`src/rtl/registrador_pkg.sv`:
```
// Shared definitions for the 8-bit parallel-load shift-register link.
// Used by both the serial receiver and its shift core.
package registrador_pkg;

    localparam int RDP_WIDTH = 8;

    typedef enum logic {
        IDLE  = 1'b0,
        SHIFT = 1'b1
    } rx_state_t;

endpackage

```
`src/rtl/sipo_shift_core.sv`:
```
// Shift register plus saturating bit counter for the serial receiver.
// clear has priority over shift_en; the counter stops at WIDTH-1 and never wraps.
module sipo_shift_core
    import registrador_pkg::*;
#(
    parameter  int WIDTH = RDP_WIDTH,
    localparam int CNT_W = $clog2(WIDTH)
) (
    input  logic             clock,
    input  logic             reset,
    input  logic             clear,
    input  logic             shift_en,
    input  logic             DS,
    output logic [CNT_W-1:0] count,
    output logic [WIDTH-1:0] word
);

    localparam logic [CNT_W-1:0] LAST = CNT_W'(WIDTH - 1);

    logic [CNT_W-1:0] count_q, count_d;
    logic [WIDTH-1:0] sr_q, sr_d;

    // NOTE: every always_comb output gets a default first so no path leaves it unassigned (no latch).
    always_comb begin
        count_d = count_q;
        sr_d    = sr_q;
        if (clear) begin
            count_d = '0;
            sr_d    = '0;
        end else if (shift_en) begin
            sr_d = {sr_q[WIDTH-2:0], DS};
            if (count_q != LAST) begin
                count_d = count_q + 1'b1;
            end
        end
    end

    // NOTE: sequential state uses non-blocking assignments so all registers update together at the edge.
    always_ff @(posedge clock or posedge reset) begin
        if (reset) begin
            count_q <= '0;
            sr_q    <= '0;
        end else begin
            count_q <= count_d;
            sr_q    <= sr_d;
        end
    end

    assign count = count_q;
    assign word  = sr_q;

endmodule

```
`src/rtl/registrador_sipo_rx.sv`:
```
// Serial-in / parallel-out receiver: frames on PL_, samples DS while CE_ is low,
// and presents the word on a holding register with a valid/ack handshake and sticky overrun.
module registrador_sipo_rx
    import registrador_pkg::*;
#(
    parameter  int WIDTH = RDP_WIDTH,
    localparam int CNT_W = $clog2(WIDTH)
) (
    input  logic             clock,
    input  logic             reset,
    input  logic             PL_,
    input  logic             CE_,
    input  logic             DS,
    output logic [WIDTH-1:0] Q,
    output logic             valid,
    input  logic             ack,
    output logic             overrun,
    output logic             busy
);

    localparam logic [CNT_W-1:0] LAST = CNT_W'(WIDTH - 1);

    rx_state_t        state_q;
    logic [WIDTH-1:0] q_q;
    logic             valid_q;
    logic             overrun_q;

    logic             clear;
    logic             shift_en;
    logic             complete;
    logic [CNT_W-1:0] count;
    logic [WIDTH-1:0] word;
    logic             unused_msb;

    assign clear      = !PL_;
    assign shift_en   = (state_q == SHIFT) && PL_ && !CE_;
    assign complete   = shift_en && (count == LAST);
    assign unused_msb = word[WIDTH-1];

    sipo_shift_core #(.WIDTH(WIDTH)) u_core (
        .clock    (clock),
        .reset    (reset),
        .clear    (clear),
        .shift_en (shift_en),
        .DS       (DS),
        .count    (count),
        .word     (word)
    );

    always_ff @(posedge clock or posedge reset) begin
        if (reset) begin
            state_q   <= IDLE;
            q_q       <= '0;
            valid_q   <= 1'b0;
            overrun_q <= 1'b0;
        end else begin
            unique case (state_q)
                IDLE:    if (!PL_)     state_q <= SHIFT;
                SHIFT:   if (complete) state_q <= IDLE;
                default:               state_q <= IDLE;
            endcase

            // A completing word wins over ack; ack only rescues it from counting as overrun.
            if (complete) begin
                q_q     <= {word[WIDTH-2:0], DS};
                valid_q <= 1'b1;
                if (valid_q && !ack) begin
                    overrun_q <= 1'b1;
                end
            end else if (valid_q && ack) begin
                valid_q <= 1'b0;
            end
        end
    end

    assign Q       = q_q;
    assign valid   = valid_q;
    assign overrun = overrun_q;
    assign busy    = (state_q == SHIFT);

endmodule

```
`config.mk`:
```
export PLATFORM = sky130hd
export DESIGN_NAME = registrador_sipo_rx
export DESIGN_NICKNAME = d
export VERILOG_FILES = /design/src/rtl/registrador_pkg.sv /design/src/rtl/sipo_shift_core.sv /design/src/rtl/registrador_sipo_rx.sv
export SDC_FILE = /design/constraint.sdc
export NUM_CORES = 1
export LEC_CHECK = 0
export BUFFER_PORTS_ARGS = -buffer_cell sky130_fd_sc_hd__buf_4
export CAP_MARGIN = 20
export CORE_UTILIZATION = 53
export CTS_CLUSTER_SIZE = 10
export DETAILED_ROUTE_END_ITERATION = 6
export GPL_ROUTABILITY_DRIVEN = 0
export GPL_TIMING_DRIVEN = 0
export HOLD_SLACK_MARGIN = 0.1
export PLACE_DENSITY_LB_ADDON = 0.3
export SLEW_MARGIN = 20
export SYNTH_ARGS = -nofsm -noshare
export SYNTH_HDL_FRONTEND = slang
export SYNTH_HIERARCHICAL = 1
export SYNTH_SLANG_ARGS = --single-unit
```
`constraint.sdc`:
```
create_clock -name clock -period 1.9 [get_ports clock]
set_input_delay 0.19 -clock clock [delete_from_list [all_inputs] [get_ports clock]]
set_output_delay 0.19 -clock clock [all_outputs]
set_load 0.02 [all_outputs]
```
# --- Yosys cells after proc, flatten, opt, wreduce, memory -nomap -nowiden ---
# Cells that the tools add are included.
word_totals:
  inputBits: 6
  wordCells: 32
  register_bits: 21
op_classes:
  n_addsub: 1
  eq_ne: 4
  muxes: 10
  n_bitwise: 1
  n_reduce_logical: 10
ops:
  columns: ["operator", "n"]
  rows:
  - ["$mux 7", 2]
  - ["$mux 3", 3]
  - ["$logic_and 1x1->1", 5]
  - ["$mux 1", 4]
  - ["$ne 2x1->1 const B", 2]
  - ["$reduce_and 2->1", 2]
  - ["$add 3x1->3 const B", 1]
  - ["$eq 3x3->1 const B", 1]
  - ["$ne 3x3->1 const B", 1]
  - ["$logic_not 1->1", 2]
  - ["$pmux 1 s2", 1]
  - ["$reduce_bool 2->1", 1]
  - ["$not 1->1", 1]

# --- Depth between registers and ports, before layout ---
# Gate-level depths: netlist of run 1.
depth:
  ltp_word: 5
  mapped_depth: 4

# --- Modules after synthesis ---
# Netlist of run 1, hierarchy kept.
by_module_without_submodules:
  columns: ["mod", "area_per_inst_um2", "instances", "cells_per_inst"]
  rows:
  - ["sipo_shift_core", 514.2, 1, 42]
  - ["registrador_sipo_rx", 464.2, 1, 29]

# --- Worst setup path after synthesis of run 1 ---
# No wires, ideal clock.
synth_path:
  kind: "register to register"
  from: "reg state_q (netlist: busy)"
  to: "reg q_q[0] (netlist: Q[0])"
  stages_incl_launch_ff: 5
  setup_slack_ps: 426
  arrival_time_ps: 1349
  t_required_ps: 1775
  setup_ps: 125
  n_path_buf: 1
  path_cell_list: "dfrtp_1 > and3b_1 > and4_4 > buf_8 > mux2_4"
synth_via:
  elab_chain_len: 3
synth_rtl:
  columns: ["element", "line_no", "source"]
  rows:
  - ["from (decl)", "registrador_sipo_rx.sv:23", "rx_state_t state_q;"]
  - ["from (signal assigned)", "registrador_sipo_rx.sv:52", "state_q <= IDLE;"]
  - ["from (signal assigned)", "registrador_sipo_rx.sv:58", "IDLE: if (!PL_) state_q <= SHIFT;"]
  - ["from (signal assigned)", "registrador_sipo_rx.sv:59", "SHIFT: if (complete) state_q <= IDLE;"]
  - ["$logic_and 1x1->1 (2 in a row)", "registrador_sipo_rx.sv:36", "assign shift_en = (state_q == SHIFT) && PL_ && !CE_;"]
  - ["net shift_en", "registrador_sipo_rx.sv:29", "logic shift_en;"]
  - ["$logic_and 1x1->1", "registrador_sipo_rx.sv:37", "assign complete = shift_en && (count == LAST);"]
  - ["to (signal assigned)", "registrador_sipo_rx.sv:65", "q_q <= {word[WIDTH-2:0], DS};"]
  - ["to (decl)", "registrador_sipo_rx.sv:24", "logic [WIDTH-1:0] q_q;"]
# The timed path passes the listed nets, and every way through them passes these cells.
# A chain may end at the register's enable or synchronous reset.

# --- Worst setup path after layout of run 1 ---
layout_path:
  from: "in PL_"
  to: "reg q_q[6] (netlist: Q[6])"
layout_via:
  elab_chain_len: 3
layout_rtl:
  columns: ["element", "line_no", "source"]
  rows:
  - ["from (decl)", "registrador_sipo_rx.sv:11", "input logic PL_,"]
  - ["$logic_and 1x1->1 (2 in a row)", "registrador_sipo_rx.sv:36", null]
  - ["net shift_en", "registrador_sipo_rx.sv:29", null]
  - ["$logic_and 1x1->1", "registrador_sipo_rx.sv:37", null]
# The timed path passes the listed nets, and every way through them passes these cells.

==> results.md, run 1 <==
* Port bufs at 16
* Commonest cells after routing, fill and taps aside: 21 x dfrtp_1, 16 x buf_4, 8 x mux2_4, 8 x nor2_1, 7 x mux2i_1
* Starting density of the core at 59.6%
* Switching Share at 22.1%
* R2R Path Start: u_core/count[0]
* R2R depth at 4
* Total GRT Usage at 19.2%
* Die H at approximately 44 um
* Final setup violation count at 0
* CP Max Fanout at 10
* WHS Path Cells at 2
* Postcts setup bufs at 0
* RSZ-0062 raised after global routing: false
* Pre-antenna DRT Iters at 6
* Clock Latency Late Sink at ~300 ps
* Routed WL at 1520 um
* Synthesis Warnings at 6
* Most common library cell in the layout ignoring fill and taps: dfrtp_1
* Iteration-0 DRC Markers at 6
* Hold Startpoint: DS
* Mapped Cells at 68
* TritonCTS clock tree: built
* Minimum clock period at ~1600 ps
* Post-route DRC at 0
* Final Hold Vio Count at 0
* Row count at 14
* Actual slew at the worst max-slew pin at 417 ps
* WP data required at 2090 ps
* Io pins at 17
* Max cap viols at 0
* Max Slew Vio Count at 0
* WS Path Type: in -> reg
* Drt via density at 5.32
* CTS clk-pin slew, worst paths at around 110 ps
* Pre-CTS WS at roughly 470 ps
* Sequential share of power at 63.5%
* Pwr dens at around 640 nW/um^2
* Sink Count at 21
* Max_slew headroom at around 72%
* Die Wd at between 40 and 50 um
* Startpoint types: primary input
* Initial antenna violation count at 0
* CTS H-Tree Depth at 1
* Post-DP HPWL at between 1000 and 1500 um
* Ant diodes at 0
* F_max at around 640 MHz
* Layout cell share with drive strength beyond 1 at between 30% and 40%
* CTS root buffer: clkbuf_4
* CTS Buf Count at 3
* First-pass GRT wire length at approximately 2600 um
* Hold WS at around 120 ps
* Core area at 1580 um^2
* Net count, final at 99
* Period utilization at slightly above 80%
* Setup crit start: PL_
* Mapped Avg Cell Area at 13.8 um^2
* Synthesized area at 940 um^2
* Clock Path Buffers at 2
* Die footprint at approximately 1900 um^2
* Psw at about 0.00016 W
* Max VDD drop at around 0.39 mV
* Antenna-violating nets left at 0
* Vias in the first global route at between 600 and 700
* Setup tns final at 0 ps
* PostCTS Resize Cnt at 0
* Clock Power Share at approximately 30%
* Wirelength per Cell at between 10 and 15 um
* Worst hold path class: in -> reg
* LEAKAGE at approximately 0.6 nW
* Detailed-route via count at approximately 560
* Layout Skew at roughly 6 ps
* Largest net degree at the start of global routing at 12
* Grt ovf at 0
* CP Data Arrival Time at 1760 ps
* CP Capture Type: flip-flop
* Gate power share at under 10%
* Post-CTS Hold Buffers at 2
* Area delta synth->final at 19.8%
* Status: completed
* Setup slack after layout at 329 ps
* Mapped Nets at 76
* Int Pwr at around 0.00056 W
-- metrics by stage --
step                      instance area, um^2  util, %  instances  power (W)
after floorplan                           940        -         68   0.000494
after global placement                   1080     68.5        100   0.000510
after detailed placement                 1080     68.5        100   0.000511
after CTS                                1130     71.4        106   0.000723
after global routing                     1130     71.4        106   0.000741
final                                    1130     71.4        106   0.000716
-- power groups by stage --
stage / logic [W] / clock network (W) / registers (W)
2_1_floorplan: 0.0000324 / 0 / 0.000462
3_3_place_gp: 0.0000468 / 0 / 0.000463
3_5_place_dp: 0.0000481 / 0 / 0.000463
4_1_cts: 0.0000515 / 0.000217 / 0.000455
5_1_grt: 0.0000564 / 0.000230 / 0.000455
6_report: 0.0000505 / 0.000211 / 0.000454
-- critical path, stage by stage --
cell and delay, ps:
dlygate4sd3_1 530, buf_4 110, and3b_1 220, and4_4 260
buf_8 150, mux2_4 300
-- sequential cells by signal (all words and copies together) (netlist names) --
name / flops
overrun: 1
Q: 8
u_core/word: 7
u_core/count: 3
busy: 1
valid: 1
-- layer usage --
| layer | share of wire, % | global-route usage (%) | vias up |
|---|---|---|---|
| met3 | 2.4 | 3.67 | 3 |
| met2 | 51 | 32.1 | 11 |
| met1 | 45 | 23.2 | 276 |
| li1 | - | - | 274 |
| met5 | 0 | 0 | - |
| met4 | 1.6 | 10.9 | 0 |
-- final cells by class --
type,instances,area [um^2]
Timing Repair Buffer,18,140
Tap cell,16,20.0
Sequential cell,21,526
Clock buffer,4,26.3
Fill cell,110,450
Inverter,5,18.8
Multi-Input combinational cell,39,364
Buffer,3,31.3
-- path summary, 6_finish.rpt --
path	slack [ps]	end
setup / recovery	330	Q[6]
hold / removal	120	Q[0]
setup reg to reg	460	u_core/count[0]
hold reg to reg	500	overrun
max in group asynchronous	1160	Q[7]
min in group asynchronous	440	u_core/word[3]
(Power assumes the default switching activity.)
==> inputs of run 2 (changes only) <==
--- a/config.mk
+++ b/config.mk
@@ -5,6 +5,7 @@
 export SDC_FILE = /design/constraint.sdc
 export NUM_CORES = 1
 export LEC_CHECK = 0
+export ABC_AREA = 1
 export BUFFER_PORTS_ARGS = -buffer_cell sky130_fd_sc_hd__buf_4
 export CAP_MARGIN = 20
 export CORE_UTILIZATION = 53
==> constraint.sdc (replaced) <==
create_clock -name clock -period 1.62 [get_ports clock]
set_input_delay 0.162 -clock clock [delete_from_list [all_inputs] [get_ports clock]]
set_output_delay 0.162 -clock clock [all_outputs]
set_load 0.02 [all_outputs]
==> run 2 against run 1 <==
The flow now finishes with violations (DRC). Final cell count rose by 42%. Area after synthesis rose by 0.67%. Power rose by 19%. Die area rose by 0.64%. Sequential power rose by 17%. Hold slack got worse by 22 ps. Flip-flop and latch count did not move. Setup slack improved by 31 ps. Via count rose by 29%. Global-route usage rose by 1.7 points. Highest routed layer is now met3.
==> results.md, run 2 <==
* Mapped Nets at 112 (was 76)
* Die H at 44.2 um (was 44.1 um)
* Detailed-route via count at 726 (was 564)
* Layout Skew at 5.60 ps (was 6.17 ps)
* Grt ovf at 0 (unchanged)
* Antenna-violating nets left at 0 (unchanged)
* Actual slew at the worst max-slew pin at 409 ps (was 417 ps)
* Starting density of the core at 59.3% (was 59.6%)
* Iteration-0 DRC Markers at 23 (was 6)
* Area delta synth->final at 20.9% (was 19.8%)
* Worst path slowest cell: dfrtp_1 (was dlygate4sd3_1)
* Period utilization at between 70% and 80%
* Mapped Cells at 104 (was 68)
* Port bufs at 16 (unchanged)
* Worst hold path class: in -> reg (unchanged)
* CP Max Fanout at 12 (was 10)
* Multi-input gate area at 334 um^2 (was 364 um^2)
* Post-route DRC at 1 (was 0)
* Reg-to-reg setup timing slack at 360 ps (was 460 ps)
* PostCTS Resize Cnt at 0 (unchanged)
* Setup tns final at 0 ps (unchanged)
* Worst path max stage delay at 390 ps (was 530 ps)
* CTS H-Tree Depth at 1 (unchanged)
* R2R depth at 8 (was 4)
* Drt via density at 4.84 (was 5.32)
* CTS Buf Count at 3 (unchanged)
* FF-to-FF End: u_core/count[1] (was u_core/count[0])
* CP Cell Sequence: nand2_1, nor2_2, buf_6, inv_1, nand2_1, nand2_2, nand2_1, nand2_1 (was dlygate4sd3_1, buf_4, and3b_1, and4_4, buf_8, mux2_4)
* Net count, final at 135 (was 99)
* Die footprint at 1960 um^2 (was 1950 um^2)
* Fillers at 132 (was 110)
* Core area at 1590 um^2 (was 1580 um^2)
* Dpl cell area at 1100 um^2 (was 1080 um^2)
* Mapped Avg Cell Area at 9.10 um^2 (was 13.8 um^2)
* Final Cell Area at 1140 um^2 (was 1130 um^2)
* Pre-antenna DRT Iters at 6 (unchanged)
* Layout cell share with drive strength beyond 1 at 27.0% (was 38.9%)
* Post-DP HPWL at 1290 um (was 1080 um)
* Vias in the first global route at 691 (was 619)
* Hold path endpoint: Q[0] (unchanged)
* Max cap viols at 0 (unchanged)
* Max_slew headroom at 72.7% (was 72.2%)
* CTS clk-pin slew, worst paths at 110 ps (about the same)
* Max VDD drop at 0.545 mV (was 0.387 mV)
* Worst path bufs/invs at 2 (was 3)
* Initial antenna violation count at 0 (unchanged)
* RSZ-0062 raised after global routing: false (unchanged)
* FF+latch area at 526 um^2 (unchanged)
* Pwr dens at 745 nW/um^2 (was 636 nW/um^2)
* First-pass GRT wire length at 2970 um (was 2620 um)
* Ant diodes at 0 (unchanged)
* Final setup violation count at 0 (unchanged)
* Max Slew Vio Count at 0 (unchanged)
* Commonest cells after routing, fill and taps aside: 30 x nand2_1, 21 x dfrtp_1, 17 x buf_4 (was 21 x dfrtp_1, 16 x buf_4, 8 x mux2_4, 8 x nor2_1, 7 x mux2i_1)
* TritonCTS clock tree: built (unchanged)
* CP most frequent cell: nand2_1
* Startpoint types: flip-flop (was primary input)
* Row count at 14 (unchanged)
* LEAKAGE at 0.618 nW (was 0.597 nW)
* Clock Path Buffers at 2 (unchanged)
* Io pins at 17 (unchanged)
* Most common library cell in the layout ignoring fill and taps: nand2_1 (was dfrtp_1)
* Hold Startpoint: DS (unchanged)
* Synthesis Warnings at 6 (unchanged)
* CP Data Arrival Time at 1470 ps (was 1760 ps)
* Wirelength per Cell at 11.6 um (was 14.4 um)
* WHS Path Cells at 3 (was 2)
* Status: finished with violations (was completed)
* Largest net degree at the start of global routing at 13 (was 12)
* Clock Latency Late Sink at 310 ps (was 300 ps)
* Die Wd at 44.2 um (was 44.1 um)
* Failing checks: DRC
* Minimum clock period at 1260 ps
* Sink Count at 21 (unchanged)
* CP Capture Type: flip-flop (unchanged)
* Total GRT Usage at 20.9% (was 19.2%)
* Max FFs per register at 8 (unchanged)
* WS Path Type: reg -> reg (was in -> reg)
* WP data required at 1830 ps (was 2090 ps)
* Delay-heaviest family, CP: simple AND/OR/NAND/NOR gates (was buffers and inverters)
* Synthesized area at 946 um^2 (was 940 um^2)
* CTS root buffer: clkbuf_4 (unchanged)
* Levels on crit path at 8 (was 6)
* F_max at ~790 MHz
* R2R Path Start: busy (was u_core/count[0])
* Final Hold Vio Count at 0 (unchanged)
* Routed WL at 1730 um (was 1520 um)
run 2: worst max path at each step:
stage                     startpoint               to  slack, ps
final                           busy  u_core/count[1]        360
after CTS                       busy  u_core/count[1]        370
after global routing            busy  u_core/count[1]        250
after floorplan                 busy  u_core/count[0]        360
after global placement          busy  u_core/count[0]        420
after detailed placement        busy  u_core/count[1]        380
run 2: layout make-up:
class / instances / area share (%)
tap: 24 / 2.63
inverter: 12 / 3.94
clock buffer: 3 / 1.97
sequential: 21 / 46.0
buffer: 4 / 3.61
clock inverter: 1 / 0.438
multi-input combinational: 67 / 29.2
timing repair buffer: 18 / 12.3
run 2: report_power, final:
group,internal [W],total [W],switching (W),leakage (nW)
Sequential,0.000528,0.000532,0.00000363,0.282
Clock,0.0000922,0.000254,0.000162,0.0177
Combinational,0.0000258,0.0000662,0.0000405,0.318
run 2: what timing repair did:
action | 4_1_cts | 5_1_grt
hold buffers | 2 | 0
setup buffers | 0 | 0
endpoints found under the hold margin | 22 | 0
run 2: worst register-to-register path, delay by kind of cell (launching register included):
| kind | cells | cell delay [ps] |
|---|---|---|
| buffers and inverters | 2 | 220 |
| flip-flops | 1 | 390 |
| AND/OR/NAND/NOR | 6 | 560 |
run 2: through the flow:
| step | hold WS, ps | instances | setup slack (ps) | power [W] | util, % |
|---|---|---|---|---|---|
| CTS | 101 | 150 | 365 | 0.000853 | 71.7 |
| global route | 106 | 150 | 254 | 0.000878 | 71.7 |
| detailed placement | 178 | 144 | 380 | 0.000605 | 68.8 |
| finish | 99.7 | 150 | 360 | 0.000852 | 71.7 |
| global placement | 176 | 144 | 418 | 0.000603 | 68.8 |
| floorplan | 2.18 | 104 | 358 | 0.000584 | - |
run 2: per-layer routing:
layer / wire [um] / part of all wire (%) / global-route usage, %
met5: 0 / 0 / 0
met4: 0 / 0 / 5.45
met3: 74 / 4.3 / 3.67
met2: 828 / 48 / 32.6
met1: 831 / 48 / 30.4
==> inputs of run 3 (changes only) <==
==> constraint.sdc (replaced) <==
create_clock -name clock -period 1.3 [get_ports clock]
set_input_delay 0.13 -clock clock [delete_from_list [all_inputs] [get_ports clock]]
set_output_delay 0.13 -clock clock [all_outputs]
set_load 0.02 [all_outputs]
==> run 3 against run 2 <==
The run still ends with DRC left. Global-route usage did not move. Flip-flop and latch count stayed put. Count of clock-buffer cells in the layout stayed put. Cell area increased by 2.5%. First-iteration DRC count down 22%. Via count is 0.41% lower. Sequential power rose by 25%. Clock power grew 21%. Power up 24%. Wire length grew 1.6%. Setup slack worse by 290 ps.
==> results.md, run 3 (synthesis gave the netlist of run 2 again) <==
* CP most frequent cell: ha_1 (was nand2_1)
* CP Cell Sequence: ha_1, ha_1, inv_1, nand3_1, nand2_1, nor2_1 (was nand2_1, nor2_2, buf_6, inv_1, nand2_1, nand2_2, nand2_1, nand2_1)
* Commonest cells after routing, fill and taps aside: 29 x nand2_1, 21 x dfrtp_1, 17 x buf_4 (was 30 x nand2_1, 21 x dfrtp_1, 17 x buf_4)
* RSZ-0062 raised after global routing: false (unchanged)
* Max Slew Vio Count at 0 (unchanged)
* CTS Buf Count at 3 (unchanged)
* Net count, final at 137 (was 135)
* Detailed-route via count at 723 (was 726)
* Vias in the first global route at 691 (unchanged)
* Wirelength per Cell at 11.6 um (about the same)
* Drt via density at 4.76 (was 4.84)
* Most common library cell in the layout ignoring fill and taps: nand2_1 (unchanged)
* CP Max Fanout at 4 (was 12)
* Post-DP HPWL at 1290 um (unchanged)
* Hold Startpoint: CE_ (was DS)
* Max cap viols at 0 (unchanged)
* Status: finished with violations (unchanged)
* Ant diodes at 0 (unchanged)
* Fillers at 128 (was 132)
* Setup crit start: u_core/count[0] (was busy)
* Area delta synth->final at 23.9% (was 20.9%)
* F_max at 815 MHz (was 793 MHz)
* Switching Share at 23.6% (was 24.1%)
* Sink Count at 21 (unchanged)
* Iteration-0 DRC Markers at 18 (was 23)
* Minimum clock period at 1230 ps (was 1260 ps)
* First-pass GRT wire length at 2970 um (unchanged)
* Initial antenna violation count at 0 (unchanged)
* Final setup violation count at 0 (unchanged)
* Pwr dens at 904 nW/um^2 (was 745 nW/um^2)
* Worst path slowest cell: dfrtp_1 (unchanged)
* Post-Layout Cell Count at 152 (was 150)
* Setup tns final at 0 ps (unchanged)
* Die footprint at 1960 um^2 (unchanged)
* Failing checks: DRC (unchanged)
* CTS root buffer: clkbuf_4 (unchanged)
* Layout cell share with drive strength beyond 1 at 28.1% (was 27.0%)
* Pwr Total at 0.00106 W (was 0.000852 W)
* Max VDD drop at 0.677 mV (was 0.545 mV)
* Final Hold Vio Count at 0 (unchanged)
* Starting density of the core at 59.3% (unchanged)
* Sequential share of power at 62.6% (was 62.4%)
* Clock Latency Late Sink at 300 ps (was 310 ps)
* CTS H-Tree Depth at 1 (unchanged)
* LEAKAGE at 0.628 nW (was 0.618 nW)
* Pre-antenna DRT Iters at 6 (unchanged)
* Max FFs per register at 8 (unchanged)
* Largest net degree at the start of global routing at 13 (unchanged)
* CTS clk-pin slew, worst paths at 110 ps (about the same)
* Die Wd at 44.2 um (unchanged)
* CP Data Arrival Time at 1430 ps (was 1470 ps)
* Clock Power Share at 29.0% (was 29.8%)
* Clock Path Buffers at 2 (unchanged)
* Worst hold path class: in -> reg (unchanged)
* Die H at 44.2 um (unchanged)
* CP Capture Type: flip-flop (unchanged)
* Startpoint types: flip-flop (unchanged)
* R2R Path Start: u_core/count[0] (was busy)
* Gate power share at 8.4% (was 7.8%)
* Io pins at 17 (unchanged)
* Actual slew at the worst max-slew pin at 409 ps (about the same)
* Psw at 0.000250 W (was 0.000206 W)
* Grt ovf at 0 (unchanged)
* Port bufs at 16 (unchanged)
* Layout Skew at 3.30 ps (was 5.60 ps)
* Period utilization at 94.4% (was 77.8%)
* Antenna-violating nets left at 0 (unchanged)
* Row count at 14 (unchanged)
* Routed WL at 1760 um (was 1730 um)
* WP data required at 1500 ps (was 1830 ps)
* Placed cell count at 144 (unchanged)
* Max_slew headroom at 72.7% (about the same)
* Int Pwr at 0.000809 W (was 0.000646 W)
* Total GRT Usage at 20.9% (unchanged)
* Core area at 1590 um^2 (unchanged)
* Worst path max stage delay at 430 ps (was 390 ps)
* Post-route DRC at 1 (unchanged)
* TritonCTS clock tree: built (unchanged)
* WS Path Type: reg -> reg (unchanged)
-- run 3: through the flow --
step / setup slack (ps) / hold WS [ps] / utilization [%] / instance area, um^2
after floorplan: 38.3 / -29.8 / - / 946
after global placement: 98.1 / 144 / 68.8 / 1100
after detailed placement: 59.6 / 146 / 68.8 / 1100
after CTS: 45.0 / 94.9 / 72.4 / 1150
after global routing: 1.29 / 104 / 73.5 / 1170
final: 72.6 / 98.9 / 73.5 / 1170
-- run 3: final timing paths --
kind                       slack (ps)  cells after the start         endpoint
min in group asynchronous         380                      3   u_core/word[0]
setup / recovery                   70                      6  u_core/count[0]
hold reg to reg                   480                      2          overrun
hold / removal                    100                      4             Q[4]
max in group asynchronous         630                      3             Q[4]
setup reg to reg                   70                      6  u_core/count[0]
-- run 3: critical path: cells and delay by family, from the launching register on --
family / cells / cell delay, ps
simple gates: 3 / 170
buf+inv: 1 / 110
flops: 1 / 430
fa+ha+maj: 2 / 410
-- run 3: power by group through the flow --
stage | registers [W] | logic [W] | clock network, W
floorplan | 0.000675 | 0.0000531 | 0
global placement | 0.000675 | 0.0000767 | 0
detailed placement | 0.000676 | 0.0000782 | 0
CTS | 0.000663 | 0.0000858 | 0.000317
global route | 0.000664 | 0.0000987 | 0.000339
finish | 0.000663 | 0.0000890 | 0.000308
-- run 3: area by class of cell --
type                            count  area, um^2  share of cell area [%]
Buffer                              4        45.0                    3.84
Clock buffer                        3        22.5                    1.92
Clock inverter                      1        5.00                   0.427
Inverter                           12        45.0                    3.84
Multi-Input combinational cell     67         342                    29.1
Sequential cell                    21         526                    44.8
Tap cell                           24        30.0                    2.56
Timing Repair Buffer               20         158                    13.4
-- run 3: repair_timing --
item | in CTS | in global routing
hold buffers | 3 | 0
endpoints found under the setup margin | 0 | 5
hold endpoints to repair | 26 | 0
resized for setup | 0 | 3
buffers inserted | 0 | 1
-- run 3: per-layer routing --
layer | vias up | track usage [%] | wire length [um]
met5 | - | 0 | 0
met4 | 0 | 5.45 | 0
met3 | 0 | 3.67 | 68
met2 | 18 | 32.6 | 854
met1 | 325 | 30.4 | 838
li1 | 380 | - | -
